===== config.mk =====
export PLATFORM = sky130hd
export DESIGN_NAME = icon_pos_ctrl_flat
export DESIGN_NICKNAME = d
export VERILOG_FILES = /design/src/rtl/icon_pkg.sv /design/src/rtl/icon_pos_ctrl_if.sv /design/src/rtl/vblank_edge.sv /design/src/rtl/icon_pos_ctrl.sv /design/src/flat_wrapper.sv
export SDC_FILE = /design/constraint.sdc
export NUM_CORES = 1
export LEC_CHECK = 0
export BUFFER_PORTS_ARGS = -buffer_cell sky130_fd_sc_hd__buf_4
export CORE_ASPECT_RATIO = 1.1
export CORE_MARGIN = 10
export CORE_UTILIZATION = 44
export DETAILED_ROUTE_END_ITERATION = 10
export PLACE_DENSITY_LB_ADDON = 0.3
export RECOVER_POWER = 50
export SKIP_LAST_GASP = 1
export SLEW_MARGIN = 20
export SYNTH_ARGS = -nofsm -noshare
export SYNTH_HDL_FRONTEND = slang
export SYNTH_SLANG_ARGS = --single-unit

===== constraint.sdc =====
create_clock -name clk -period 1.6 [get_ports clk]
set_clock_uncertainty 0.2 [all_clocks]
set_input_delay 0.16 -clock clk [delete_from_list [all_inputs] [get_ports clk]]
set_output_delay 0.16 -clock clk [all_outputs]
set_load 0.01 [all_outputs]

===== src/rtl/icon_pkg.sv =====
// -----------------------------------------------------------------------------
// icon_pkg
// Shared constants for the RojoBot icon pipeline: visible-area geometry (also
// used by draw_icon and the VGA timing block), the position-controller state
// encoding, and a small clamp helper.
// -----------------------------------------------------------------------------
package icon_pkg;

  localparam int unsigned V_ACTIVE    = 480;
  localparam int unsigned H_ACTIVE    = 640;
  localparam int unsigned ICON_WIDTH  = 15;
  localparam int unsigned ICON_HEIGHT = 15;

  typedef enum logic [1:0] {
    IDLE   = 2'd0,
    PEND   = 2'd1,
    COMMIT = 2'd2
  } pos_state_e;

  // Unsigned 10-bit saturate: returns lim whenever v exceeds it.
  function automatic logic [9:0] clampCoord(input logic [9:0] v, input logic [9:0] lim);
    return (v > lim) ? lim : v;
  endfunction

endpackage


===== src/rtl/icon_pos_ctrl_if.sv =====
// -----------------------------------------------------------------------------
// icon_pos_ctrl_if
// Valid/ready location-update channel from the bot-side logic to the icon
// position controller.
//   upd_valid : request from the master
//   upd_x     : requested X (10 bits)
//   upd_y     : requested Y (9 bits)
//   upd_ready : slave can accept this cycle
// -----------------------------------------------------------------------------
interface icon_pos_ctrl_if;

  logic       upd_valid;
  logic [9:0] upd_x;
  logic [8:0] upd_y;
  logic       upd_ready;

  modport master (output upd_valid, output upd_x, output upd_y, input upd_ready);
  modport slave  (input upd_valid, input upd_x, input upd_y, output upd_ready);

endinterface


===== src/rtl/vblank_edge.sv =====
// -----------------------------------------------------------------------------
// vblank_edge
// Detects the first cycle of vertical blank from the current scan line.
// Reusable by any frame-synchronous block.
//   clk, reset : pixel clock, async active-high reset
//   vert_i     : current scan line
//   edge_o     : high for the single cycle where vert first reaches V_ACTIVE
// -----------------------------------------------------------------------------
module vblank_edge #(
  parameter int unsigned V_ACTIVE = icon_pkg::V_ACTIVE
) (
  input  logic       clk,
  input  logic       reset,
  input  logic [9:0] vert_i,
  output logic       edge_o
);

  localparam logic [9:0] VB_START = 10'(V_ACTIVE);

  logic vbNow;
  logic vb_q;

  assign vbNow = (vert_i >= VB_START);

  // Delayed vblank resets to 1 so releasing reset inside vblank does not
  // produce a spurious edge for that partial frame.
  always_ff @(posedge clk or posedge reset) begin
    if (reset) begin
      vb_q <= 1'b1;
    end else begin
      vb_q <= vbNow;
    end
  end

  assign edge_o = vbNow & ~vb_q;

endmodule


===== src/rtl/icon_pos_ctrl.sv =====
// -----------------------------------------------------------------------------
// icon_pos_ctrl
// Frame-synchronous icon position controller. Location updates are accepted
// over a valid/ready channel, clamped to the visible area, held in a shadow
// register and committed to bot_LocX/bot_LocY only at the start of vblank, so
// the icon never tears. Also produces a frame tick and a wrapping frame count.
//   clk, reset  : pixel clock, async active-high reset
//   vert, horz  : scan position from VGA timing (horz is not used)
//   upd         : update channel (slave side)
//   bot_LocX/Y  : committed position for draw_icon
//   upd_pending : shadow holds an uncommitted update
//   frame_tick  : one-cycle pulse the cycle after each vblank edge
//   frame_cnt   : 8-bit wrapping frame counter
// -----------------------------------------------------------------------------
module icon_pos_ctrl
  import icon_pkg::*;
#(
  parameter int unsigned V_ACTIVE    = icon_pkg::V_ACTIVE,
  parameter int unsigned H_ACTIVE    = icon_pkg::H_ACTIVE,
  parameter int unsigned ICON_WIDTH  = icon_pkg::ICON_WIDTH,
  parameter int unsigned ICON_HEIGHT = icon_pkg::ICON_HEIGHT,
  parameter int unsigned RESET_X     = 312,
  parameter int unsigned RESET_Y     = 232
) (
  input  logic                  clk,
  input  logic                  reset,
  input  logic [9:0]            vert,
  input  logic [9:0]            horz,
  icon_pos_ctrl_if.slave        upd,
  output logic [9:0]            bot_LocX,
  output logic [8:0]            bot_LocY,
  output logic                  upd_pending,
  output logic                  frame_tick,
  output logic [7:0]            frame_cnt
);

  localparam logic [9:0] X_MAX   = 10'(H_ACTIVE - ICON_WIDTH);
  localparam logic [9:0] Y_MAX   = 10'(V_ACTIVE - ICON_HEIGHT);
  localparam logic [9:0] X_RESET = 10'(RESET_X);
  localparam logic [8:0] Y_RESET = 9'(RESET_Y);

  pos_state_e state_q, state_d;
  logic [9:0] shadowX_q, shadowX_d;
  logic [8:0] shadowY_q, shadowY_d;
  logic [9:0] locX_q, locX_d;
  logic [8:0] locY_q, locY_d;
  logic       pending_q, pending_d;
  logic       tick_q;
  logic [7:0] frameCnt_q;
  logic       vbEdge;
  logic       accept;
  logic       unused_horz;

  assign unused_horz = ^horz;

  vblank_edge #(.V_ACTIVE(V_ACTIVE)) u_vblank_edge (
    .clk    (clk),
    .reset  (reset),
    .vert_i (vert),
    .edge_o (vbEdge)
  );

  // Ready depends on the state register alone, so there is no combinational
  // path from upd_valid back to upd_ready.
  assign upd.upd_ready = (state_q != COMMIT);
  assign accept        = upd.upd_valid & upd.upd_ready;

  // Next-state logic. An accept that coincides with the edge goes straight to
  // COMMIT with the fresh value; repeated accepts before the edge overwrite the
  // shadow so only the latest one is committed.
  always_comb begin
    state_d   = state_q;
    shadowX_d = shadowX_q;
    shadowY_d = shadowY_q;
    locX_d    = locX_q;
    locY_d    = locY_q;

    if (accept) begin
      shadowX_d = clampCoord(upd.upd_x, X_MAX);
      shadowY_d = 9'(clampCoord({1'b0, upd.upd_y}, Y_MAX));
    end

    case (state_q)
      IDLE: begin
        if (accept) begin
          state_d = vbEdge ? COMMIT : PEND;
        end
      end
      PEND: begin
        if (vbEdge) begin
          state_d = COMMIT;
        end
      end
      COMMIT: begin
        locX_d  = shadowX_q;
        locY_d  = shadowY_q;
        state_d = IDLE;
      end
      default: begin
        state_d = IDLE;
      end
    endcase

    pending_d = (state_d == PEND) || (state_d == COMMIT);
  end

  always_ff @(posedge clk or posedge reset) begin
    if (reset) begin
      state_q    <= IDLE;
      shadowX_q  <= X_RESET;
      shadowY_q  <= Y_RESET;
      locX_q     <= X_RESET;
      locY_q     <= Y_RESET;
      pending_q  <= 1'b0;
      tick_q     <= 1'b0;
      frameCnt_q <= 8'd0;
    end else begin
      state_q   <= state_d;
      shadowX_q <= shadowX_d;
      shadowY_q <= shadowY_d;
      locX_q    <= locX_d;
      locY_q    <= locY_d;
      pending_q <= pending_d;
      tick_q    <= vbEdge;
      if (vbEdge) begin
        frameCnt_q <= frameCnt_q + 8'd1;
      end
    end
  end

  assign bot_LocX    = locX_q;
  assign bot_LocY    = locY_q;
  assign upd_pending = pending_q;
  assign frame_tick  = tick_q;
  assign frame_cnt   = frameCnt_q;

endmodule


===== src/flat_wrapper.sv =====
// flat-port wrapper written by rule: the top's interface ports become plain ports
module icon_pos_ctrl_flat import icon_pkg::*;
#(
  parameter int unsigned V_ACTIVE    = icon_pkg::V_ACTIVE,
  parameter int unsigned H_ACTIVE    = icon_pkg::H_ACTIVE,
  parameter int unsigned ICON_WIDTH  = icon_pkg::ICON_WIDTH,
  parameter int unsigned ICON_HEIGHT = icon_pkg::ICON_HEIGHT,
  parameter int unsigned RESET_X     = 312,
  parameter int unsigned RESET_Y     = 232
)
  (clk, reset, vert, horz, bot_LocX, bot_LocY, upd_pending, frame_tick, frame_cnt, upd_upd_valid, upd_upd_x, upd_upd_y, upd_upd_ready);
  icon_pos_ctrl_if upd_i ();
  input  logic clk;
  input  logic reset;
  input  logic [9:0] vert;
  input  logic [9:0] horz;
  output logic [9:0] bot_LocX;
  output logic [8:0] bot_LocY;
  output logic upd_pending;
  output logic frame_tick;
  output logic [7:0] frame_cnt;
  input wire logic [$bits(upd_i.upd_valid)-1:0] upd_upd_valid;
  input wire logic [$bits(upd_i.upd_x)-1:0] upd_upd_x;
  input wire logic [$bits(upd_i.upd_y)-1:0] upd_upd_y;
  output wire logic [$bits(upd_i.upd_ready)-1:0] upd_upd_ready;
  assign upd_i.upd_valid = upd_upd_valid;
  assign upd_i.upd_x = upd_upd_x;
  assign upd_i.upd_y = upd_upd_y;
  assign upd_upd_ready = upd_i.upd_ready;
  icon_pos_ctrl #(.V_ACTIVE(V_ACTIVE), .H_ACTIVE(H_ACTIVE), .ICON_WIDTH(ICON_WIDTH), .ICON_HEIGHT(ICON_HEIGHT), .RESET_X(RESET_X), .RESET_Y(RESET_Y)) u_core (.clk(clk), .reset(reset), .vert(vert), .horz(horz), .upd(upd_i), .bot_LocX(bot_LocX), .bot_LocY(bot_LocY), .upd_pending(upd_pending), .frame_tick(frame_tick), .frame_cnt(frame_cnt));
endmodule

==> results of run 1 <==
## final timing paths
| check | start | endpoint | cells after the start |
|---|---|---|---|
| setup / recovery | upd_upd_x[1] | u_core.shadowX_q[6] | 7 |
| hold / removal | vert[5] | u_core.u_vblank_edge.vb_q | 3 |
| setup reg to reg | u_core.state_q[0] | u_core.shadowX_q[3] | 6 |
| hold reg to reg | u_core.shadowX_q[8] | u_core.bot_LocX[8] | 2 |
| max in group asynchronous | reset | u_core.bot_LocX[0] | 4 |
| min in group asynchronous | reset | u_core.bot_LocY[4] | 4 |
## worst register-to-register path, delay by kind of cell (launching register included)
kind	cells	cell delay, ns
flops	1	0.41
simple gates	3	0.37
buf+inv	2	0.28
compound gates	1	0.08
## registers in the layout, indices dropped and copies added (netlist names)
name                       cells
u_core.upd_pending             1
u_core.shadowY_q               9
u_core.frame_cnt               8
u_core.bot_LocY                9
u_core.u_vblank_edge.vb_q      1
u_core.shadowX_q              10
u_core.state_q                 2
u_core.bot_LocX               10
u_core.frame_tick              1
## repair_timing
action                                  CTS  global route
endpoints found under the setup margin    0             7
hold buffers                             24             0
hold endpoints to repair                 71             0
setup buffers                             0             0
resized for setup                         0             6
## final cells by class
cell class | count | area [sq um] | area share [%]
clock inverter | 3 | 15.0 | 0.517
sequential | 51 | 1300 | 44.7
timing repair buffer | 88 | 698 | 24.0
multi-input combinational | 148 | 734 | 25.3
clock buffer | 5 | 68.8 | 2.37
antenna | 1 | 2.50 | 0.0861
inverter | 5 | 18.8 | 0.646
tap | 56 | 70.1 | 2.41
## where the power goes
part           internal, uW  switching, uW
clock network           300            408
logic                   494            497
registers              1650            204
## cell usage in the layout, fill, tap and decap left out, types with 3 or more instances in the layout
| master | n |
|---|---|
| nand3_1 | 6 |
| clkbuf_8 | 5 |
| inv_1 | 4 |
| dfrtp_1 | 34 |
| a21oi_1 | 5 |
| dfstp_2 | 17 |
| o21ai_0 | 5 |
| nand2_1 | 90 |
| clkbuf_1 | 11 |
| dlygate4sd3_1 | 23 |
| xnor2_1 | 5 |
| buf_4 | 49 |
| nor2_1 | 13 |
| clkinv_2 | 3 |
## kinds of logic (layout without fill, tap and decap cells)
family | Yosys count | after routing | synth area share [%]
xor+xnor | 7 | 7 | 2.93
fa+ha+maj | 1 | 1 | 0.599
flops | 51 | 51 | 62.1
other cells | 0 | 1 | 0
mux | 1 | 1 | 0.539
compound gates | 17 | 17 | 5.75
buf+inv | 13 | 101 | 3.23
simple gates | 122 | 122 | 24.9
## per-stage QoR
step	cell area [sq um]	setup WS [ns]	hold slack, ns
6_report	2910	0.0341	0.0118
5_1_grt	2910	-0.0243	0.0129
4_1_cts	2940	0.00203	0.00458
3_5_place_dp	2620	0.200	0.0336
3_3_place_gp	2620	0.240	0.0301
2_1_floorplan	2090	0.0386	0.0430
## layer usage
| metal | global-route usage (%) | vias up |
|---|---|---|
| met5 | 0 | - |
| met4 | 4.81 | 0 |
| met3 | 5.40 | 10 |
| met2 | 19.7 | 53 |
| met1 | 14.8 | 767 |
| li1 | - | 845 |
==> metrics.cfg, run 1 <==
[sta]
finalHoldViolCount = 0
fmax_mhz = 639
tns_ns = 0
rsz0062_at_grt = yes
max_slew_margin_pct = 55.5
tightest_slew_ns = 0.667
slew_violations = 0
finalSetupViolations = 0
fin_crit_sh_pct = 97.9
min_period_ns = 1.57

[detailed_routing]
antenna_left = 0
num_vias = 1675
wl_met3_um = 350
drt_iter0_markers = 97
wl_met1_mm = 2.11
wl_met2_mm = 2.33
wl_per_cell_um = 13.7
post_drt_via_cell_ratio = 4.69
drt-pass1-iter-count = 4
drc = 0
wl_mm = 4.89
highest_layer = met4

[critical_path]
r2r_slack_ns = 0.19
cp_data_arrival_time_ns = 1.54
path_buf_inv = 3
cpMostUsedCell = buf_4
slowest_stage = dlygate4sd3_1
path_delay_family = buffers and inverters
worstSetupPathType = in2reg
critPathMaxStageDelay_ns = 0.54
crit_path_start_kind = primary input
cp_data_required_time_ns = 1.58
worstPathCellList = dlygate4sd3_1 > buf_4 > nor3_2 > nor2_1 > o31ai_1 > buf_4 > a21oi_1
worstSetupEndpointType = register
crit_fanout = 4

[synthesis]
ys_ff_latch = 51
async_flop_share_pct = 100
yosysUniqueCellTypes = 29
synthTopCellsByCount = nand2_1, dfrtp_1, dfstp_2
synthTopCellsByArea = dfrtp_1, dfstp_2, nand2_1
ys_seq_area_share_pct = 62.1
syn_avg_cell_area_sq_um = 9.86
synth_top_cell_by_area = dfrtp_1
yosysTopAreaCellShare_pct = 40.7
synth.net_count = 255
synthesis.area_sq_um = 2090
synth-edff-count = 0
syn_inst = 212
yosysMostFrequentCell = nand2_1
yosysWarningCount = 0
synth_flop_cell = dfrtp_1

[clock_tree]
cts.root.buffer_cell = clkbuf_8
cts_tree = built
clk_pin_slew_ns = 0.09
numClockSinks = 51
clk_latency_ns = 0.30
cts_max_level = 2
clock_path_buffers = 2
cts_buffers = 5

[global_routing]
grt_pass1_vias = 1782
grt_overflow = 0
antenna_found_initial = 1
grt_max_degree = 52
grt_pass1_wl_mm = 8.26
gr-usage-all-layers_pct = 12.6

[floorplan]
die_h_um = 92.3
pin_count = 72
initial_utilization_pct = 45.2
rows = 26
dieArea_sq_um = 7910
core_area_sq_um = 4620
die_width_um = 85.7

[placed_design]
dp_cells = 324
port-buffer-count = 56
hpwlAfterDp_mm = 3.28
gp_congestion = 0.792

[min_path]
hp-class = in2reg

[finish]
fillCellCount = 410
layout-drive-gt1-share_pct = 29.0
syn_to_final_growth_pct = 39.0
final_util_pct = 62.9
nNetsFinal = 342
finalNonFillerCells = 357

[pwr]
ir_drop_mv = 0.848
p_leak_uw = 0.00142
power.total_uw = 3550
p_per_area_nw_per_um2 = 1220

[outcome]
status = completed

[run]
cap_violations = 0

Power figures use the tool's default switching activity.
==> inputs of run 2 (changes only) <==
- CORE_UTILIZATION: 44 -> 45
- clock period: 1.6 -> 1.9 ns (I/O delays scaled with it)
==> run 2 against run 1 <==
Compared with the run above: critical path depth shrank 1; combinational power shrank 18%; first-iteration DRC count decreased by 16%; via count rose by 2.0%; largest power group unchanged; sequential power down 16%.
==> metrics.cfg, run 2 (synthesized netlist as in run 1, its figures left out) <==
[global_routing]
grt_max_degree = 52  ; unchanged
antenna_found_initial = 0  ; -1
grt_pass1_wl_mm = 8.71  ; +5.5%
grt_overflow = 0  ; unchanged
grt_pass1_vias = 1850  ; +3.8%
gr-usage-all-layers_pct = 13.6  ; +1.0 points

[sta]
finalHoldViolCount = 0  ; unchanged
fin_crit_sh_pct = 94.9
final.setup.worst_slack_ns = 0.0972  ; +0.0631 ns
fmax_mhz = 555
tightest_slew_ns = 1.10  ; +0.433 ns
finalSetupViolations = 0  ; unchanged
tns_ns = 0  ; unchanged
min_period_ns = 1.80
hold_ws_ns = 0.0670  ; +0.0552 ns
slew_violations = 0  ; unchanged
max_slew_margin_pct = 26.7  ; -29 points
rsz0062_at_grt = no

[run]
cap_violations = 0  ; unchanged

[detailed_routing]
drt-pass1-iter-count = 4  ; unchanged
drc = 0  ; unchanged
post_drt_via_cell_ratio = 4.90  ; +4.4%
drt_iter0_markers = 81  ; -16%
antenna_left = 0  ; unchanged
wl_per_cell_um = 14.3  ; +4.3%
num_vias = 1709  ; +2.0%
wl_mm = 4.98  ; +2.0%

[finish]
layout_common_cells = nand2_1, buf_4, dfrtp_1
syn_to_final_growth_pct = 35.6
antenna_cells = 0  ; -1
layout-drive-gt1-share_pct = 27.1  ; -1.9 points
finalNonFillerCells = 349  ; -2.2%
nNetsFinal = 337  ; -1.5%
fillCellCount = 386  ; -5.9%
layout_commonest_cell = nand2_1

[min_path]
hp-class = in2reg
holdPathStages = 4  ; +1
hold_path_startpoint = upd_upd_valid
min_to = u_core.state_q[0]

[placed_design]
dp_cells = 319  ; -1.5%
place_ws_ns = 0.337  ; +0.137 ns
port-buffer-count = 56  ; unchanged
gp_congestion = 0.751  ; -5.3%
hpwlAfterDp_mm = 3.42  ; +4.3%

[critical_path]
r2r-start = u_core.state_q[1]
r2r_slack_ns = 0.36  ; +0.17 ns
crit_path_start_kind = primary input
reg2regPathDepth = 6  ; unchanged
crit_fanout = 4  ; unchanged
r2r-end = u_core.shadowY_q[3]
worstSetupPathType = in2reg
worstSetupEndpointType = register
cp_data_required_time_ns = 1.86  ; +0.28 ns
cp_data_arrival_time_ns = 1.76  ; +0.22 ns

[clock_tree]
clock_path_buffers = 2  ; unchanged
numClockSinks = 51  ; unchanged
cts_max_level = 2  ; unchanged
clk_latency_ns = 0.30  ; about the same
clk_pin_slew_ns = 0.09  ; about the same
cts_buffers = 5  ; unchanged
cts.root.buffer_cell = clkbuf_8
cts_tree = built

[floorplan]
initial_utilization_pct = 47.7  ; +2.5 points
die_width_um = 85.0  ; -0.86%
core_area_sq_um = 4380  ; -5.2%
die_h_um = 91.5  ; -0.88%
dieArea_sq_um = 7770  ; -1.7%
pin_count = 72  ; unchanged
rows = 25  ; -3.8%

[pwr]
p_leak_uw = 0.00138  ; -3.1%
p_per_area_nw_per_um2 = 1070  ; -13%
ir_drop_mv = 0.690  ; -19%

[outcome]
status = completed

==> run 2: report_power, final <==
group	total, uW	leakage (uW)	switching [uW]	internal (uW)
registers	1560	0.000599	169	1390
logic	808	0.000726	418	391
clock network	663	0.0000515	331	333
==> run 2: repair_timing <==
| item | in CTS | in global routing |
|---|---|---|
| hold buffers | 22 | 0 |
| buffers inserted | 0 | 0 |
| hold endpoints to repair | 71 | 0 |
| resized for setup | 0 | 0 |
==> run 2: area by class of cell <==
class	count	area, sq um	share of cell area, %
flip-flops and latches	51	1300	45.8
well taps	54	67.6	2.39
repair buffers	83	624	22.0
multi-input cells	148	724	25.6
inverters	5	18.8	0.663
clock buffers	8	100	3.53
==> run 2: critical path: stages <==
cell	delay [ns]
dlygate4sd3_1	0.55
buf_4	0.14
nor3_1	0.20
nor2_1	0.10
o31ai_1	0.46
a21oi_1	0.13
==> run 2: layer usage <==
metal	GRT usage [%]	up-vias	wire length, um
met5	0	-	0
met3	6.08	10	405
met4	5.22	0	119
met1	15.3	801	2060
met2	22.0	60	2400
li1	-	838	-
==> run 2: metrics by stage <==
| stage | power, uW | utilization, % | cell area, sq um |
|---|---|---|---|
| final | 3030 | 64.7 | 2830 |
| after global routing | 3260 | 64.7 | 2830 |
| after global placement | 2410 | 58.9 | 2580 |
| after detailed placement | 2440 | 58.9 | 2580 |
| after CTS | 3150 | 66.2 | 2900 |
| after floorplan | 1960 | - | 2090 |
==> run 2: how the worst max path moves through the flow <==
stage / start / end / slack [ns] / cells past startpoint
after global placement: u_core.state_q[1] / u_core.shadowY_q[3] / 0.38 / 6
after global routing: reset / u_core.bot_LocY[8] / 0.01 / 4
after detailed placement: upd_upd_x[3] / u_core.shadowX_q[6] / 0.34 / 5
after CTS: upd_upd_x[3] / u_core.shadowX_q[6] / 0.1 / 6
after floorplan: reset / u_core.bot_LocX[0] / 0.31 / 1
final: upd_upd_x[2] / u_core.shadowX_q[6] / 0.1 / 6
==> inputs of run 3 (changes only) <==
- PLACE_DENSITY: unset -> 0.8
- PLACE_DENSITY_LB_ADDON: 0.3 -> unset
==> run 3 against run 2 <==
Compared with the run above: largest power group unchanged; critical path type unchanged; the flow now finishes with violations (negative hold slack); register-to-register slack improved by 0.08 ns; critical path depth is the same; sequential cell count unchanged; die area stayed put; non-clock buffer count decreased by 2; cell area shrank 0.66%.
==> metrics.cfg, run 3 (synthesized netlist as in run 1, its figures left out) <==
[finish]
layout_common_cells = nand2_1, buf_4, dfrtp_1
stdcell_area_sq_um = 2810  ; -0.66%
nNetsFinal = 335  ; -0.59%
layout-drive-gt1-share_pct = 25.6  ; -1.5 points
layout_commonest_cell = nand2_1
syn_to_final_growth_pct = 34.7

[placed_design]
port-buffer-count = 56  ; unchanged
postPlaceCellArea_sq_um = 2580  ; unchanged
hpwlAfterDp_mm = 3.37  ; -1.5%
gp_congestion = 0.766  ; +2.0%

[sta]
finalHoldViolCount = 1  ; +1
fin_crit_sh_pct = 92.3  ; -2.6 points
tns_ns = 0  ; unchanged
min_period_ns = 1.75  ; -0.0498 ns
hold_ws_ns = -0.00971  ; -0.0767 ns
max_slew_margin_pct = 42.4  ; +16 points
tightest_slew_ns = 0.863  ; -0.237 ns
fmax_mhz = 570  ; +2.8%
slew_violations = 0  ; unchanged
rsz0062_at_grt = no
finalSetupViolations = 0  ; unchanged

[floorplan]
die_h_um = 91.5  ; unchanged
initial_utilization_pct = 47.7  ; unchanged
die_width_um = 85.0  ; unchanged
pin_count = 72  ; unchanged
dieArea_sq_um = 7770  ; unchanged
rows = 25  ; unchanged
core_area_sq_um = 4380  ; unchanged

[clock_tree]
ctsResizeCount = 0  ; unchanged
clk_pin_slew_ns = 0.09  ; about the same
clock_path_buffers = 2  ; unchanged
cts_max_level = 2  ; unchanged
hold_buffers = 20  ; -9.1%
cts_buffers = 5  ; unchanged
numClockSinks = 51  ; unchanged
cts.root.buffer_cell = clkbuf_8
post-cts-setup-buffers = 0  ; unchanged
clk_latency_ns = 0.30  ; about the same
cts_tree = built

[critical_path]
worstSetupPathType = in2reg
slowest_stage = dlygate4sd3_1
worstSetupEndpointType = register
cp_data_arrival_time_ns = 1.71  ; -0.05 ns
path_buf_inv = 2  ; unchanged
critPathMaxStageDelay_ns = 0.56  ; about the same
path_delay_family = buffers and inverters
crit_fanout = 4  ; unchanged
cp_data_required_time_ns = 1.86  ; about the same
crit_path_start_kind = primary input
worstPathCellList = dlygate4sd3_1 > buf_4 > nor3_1 > nor2_1 > o31ai_1 > a21oi_1

[detailed_routing]
drc = 0  ; unchanged
antenna_left = 0  ; unchanged
wl_mm = 4.95  ; -0.74%
drt_iter0_markers = 93  ; +15%
wl_per_cell_um = 14.2  ; -0.46%
post_drt_via_cell_ratio = 4.82  ; -1.6%
drt-pass1-iter-count = 5  ; +1
num_vias = 1677  ; -1.9%

[pwr]
p_leak_uw = 0.00136  ; -0.91%
power.total_uw = 3030  ; about the same
ir_drop_mv = 0.606  ; -12%
p_per_area_nw_per_um2 = 1080  ; +0.63%

[min_path]
hp-class = in2reg

[run]
cap_violations = 0  ; unchanged

[outcome]
violations = negative hold slack
status = finished with violations

[global_routing]
grt_max_degree = 31  ; -40%
gr-usage-all-layers_pct = 12.8  ; -0.83 points
antenna_found_initial = 0  ; unchanged
grt_pass1_vias = 1736  ; -6.2%
grt_overflow = 0  ; unchanged
grt_pass1_wl_mm = 8.17  ; -6.3%

==> run 3: cell types whose count changed in the layout (fill, tap and decap cells not counted), sizes merged <==
| cell | previous run | this run |
|---|---|---|
| diode | 0 | 1 |
| buf | 46 | 45 |
| dlygate4sd3 | 22 | 20 |
| clkinvlp | 0 | 1 |
==> run 3: report_power, final <==
group          internal, uW  total, uW  leakage (uW)  switching [uW]
Sequential             1390       1560      0.000599             168
Clock                   332        671     0.0000505             340
Combinational           387        801      0.000714             414
Total                  2110       3030       0.00136             922
==> run 3: final cells by class <==
cell class	instances	area, sq um
diodes	1	2.50
clock buffers	7	96.3
clock inverters	1	7.51
fillers	392	1570
inverters	5	18.8
multi-input cells	148	709
flip-flops and latches	51	1300
well taps	54	67.6
repair buffers	81	614
==> run 3: path summary, 6_finish.rpt <==
kind                       cells past startpoint  slack, ns                 from                   endpoint
min in group asynchronous                      3       0.43                reset         u_core.bot_LocX[6]
hold reg to reg                                2       0.25  u_core.shadowY_q[6]         u_core.bot_LocY[6]
setup reg to reg                               6       0.44    u_core.state_q[1]        u_core.shadowX_q[1]
hold / removal                                 3      -0.01              vert[8]  u_core.u_vblank_edge.vb_q
setup / recovery                               6       0.15         upd_upd_x[2]        u_core.shadowX_q[6]
max in group asynchronous                      4       0.34                reset  u_core.u_vblank_edge.vb_q
==> run 3: worst min-delay path, delay by kind of cell <==
kind | cells | cell delay (ns)
AOI/OAI and AO/OA | 1 | 0.12
buffers and inverters | 2 | 0.14
==> run 3: per-layer routing <==
| metal | up-vias | GRT usage (%) | part of all wire (%) |
|---|---|---|---|
| met5 | - | 0 | 0 |
| met4 | 0 | 4.26 | 0.89 |
| met3 | 4 | 5.81 | 9.2 |
| met2 | 48 | 21.4 | 50 |
| met1 | 793 | 13.9 | 40 |
| li1 | 832 | - | - |
==> run 3: stage by stage <==
step | instances | worst slack (ns) | util [%]
final | 348 | 0.147 | 64.3
after global routing | 347 | 0.0961 | 64.2
after CTS | 347 | 0.198 | 65.8
after detailed placement | 319 | 0.441 | 58.9
after global placement | 319 | 0.435 | 58.9
after floorplan | 212 | 0.309 | -
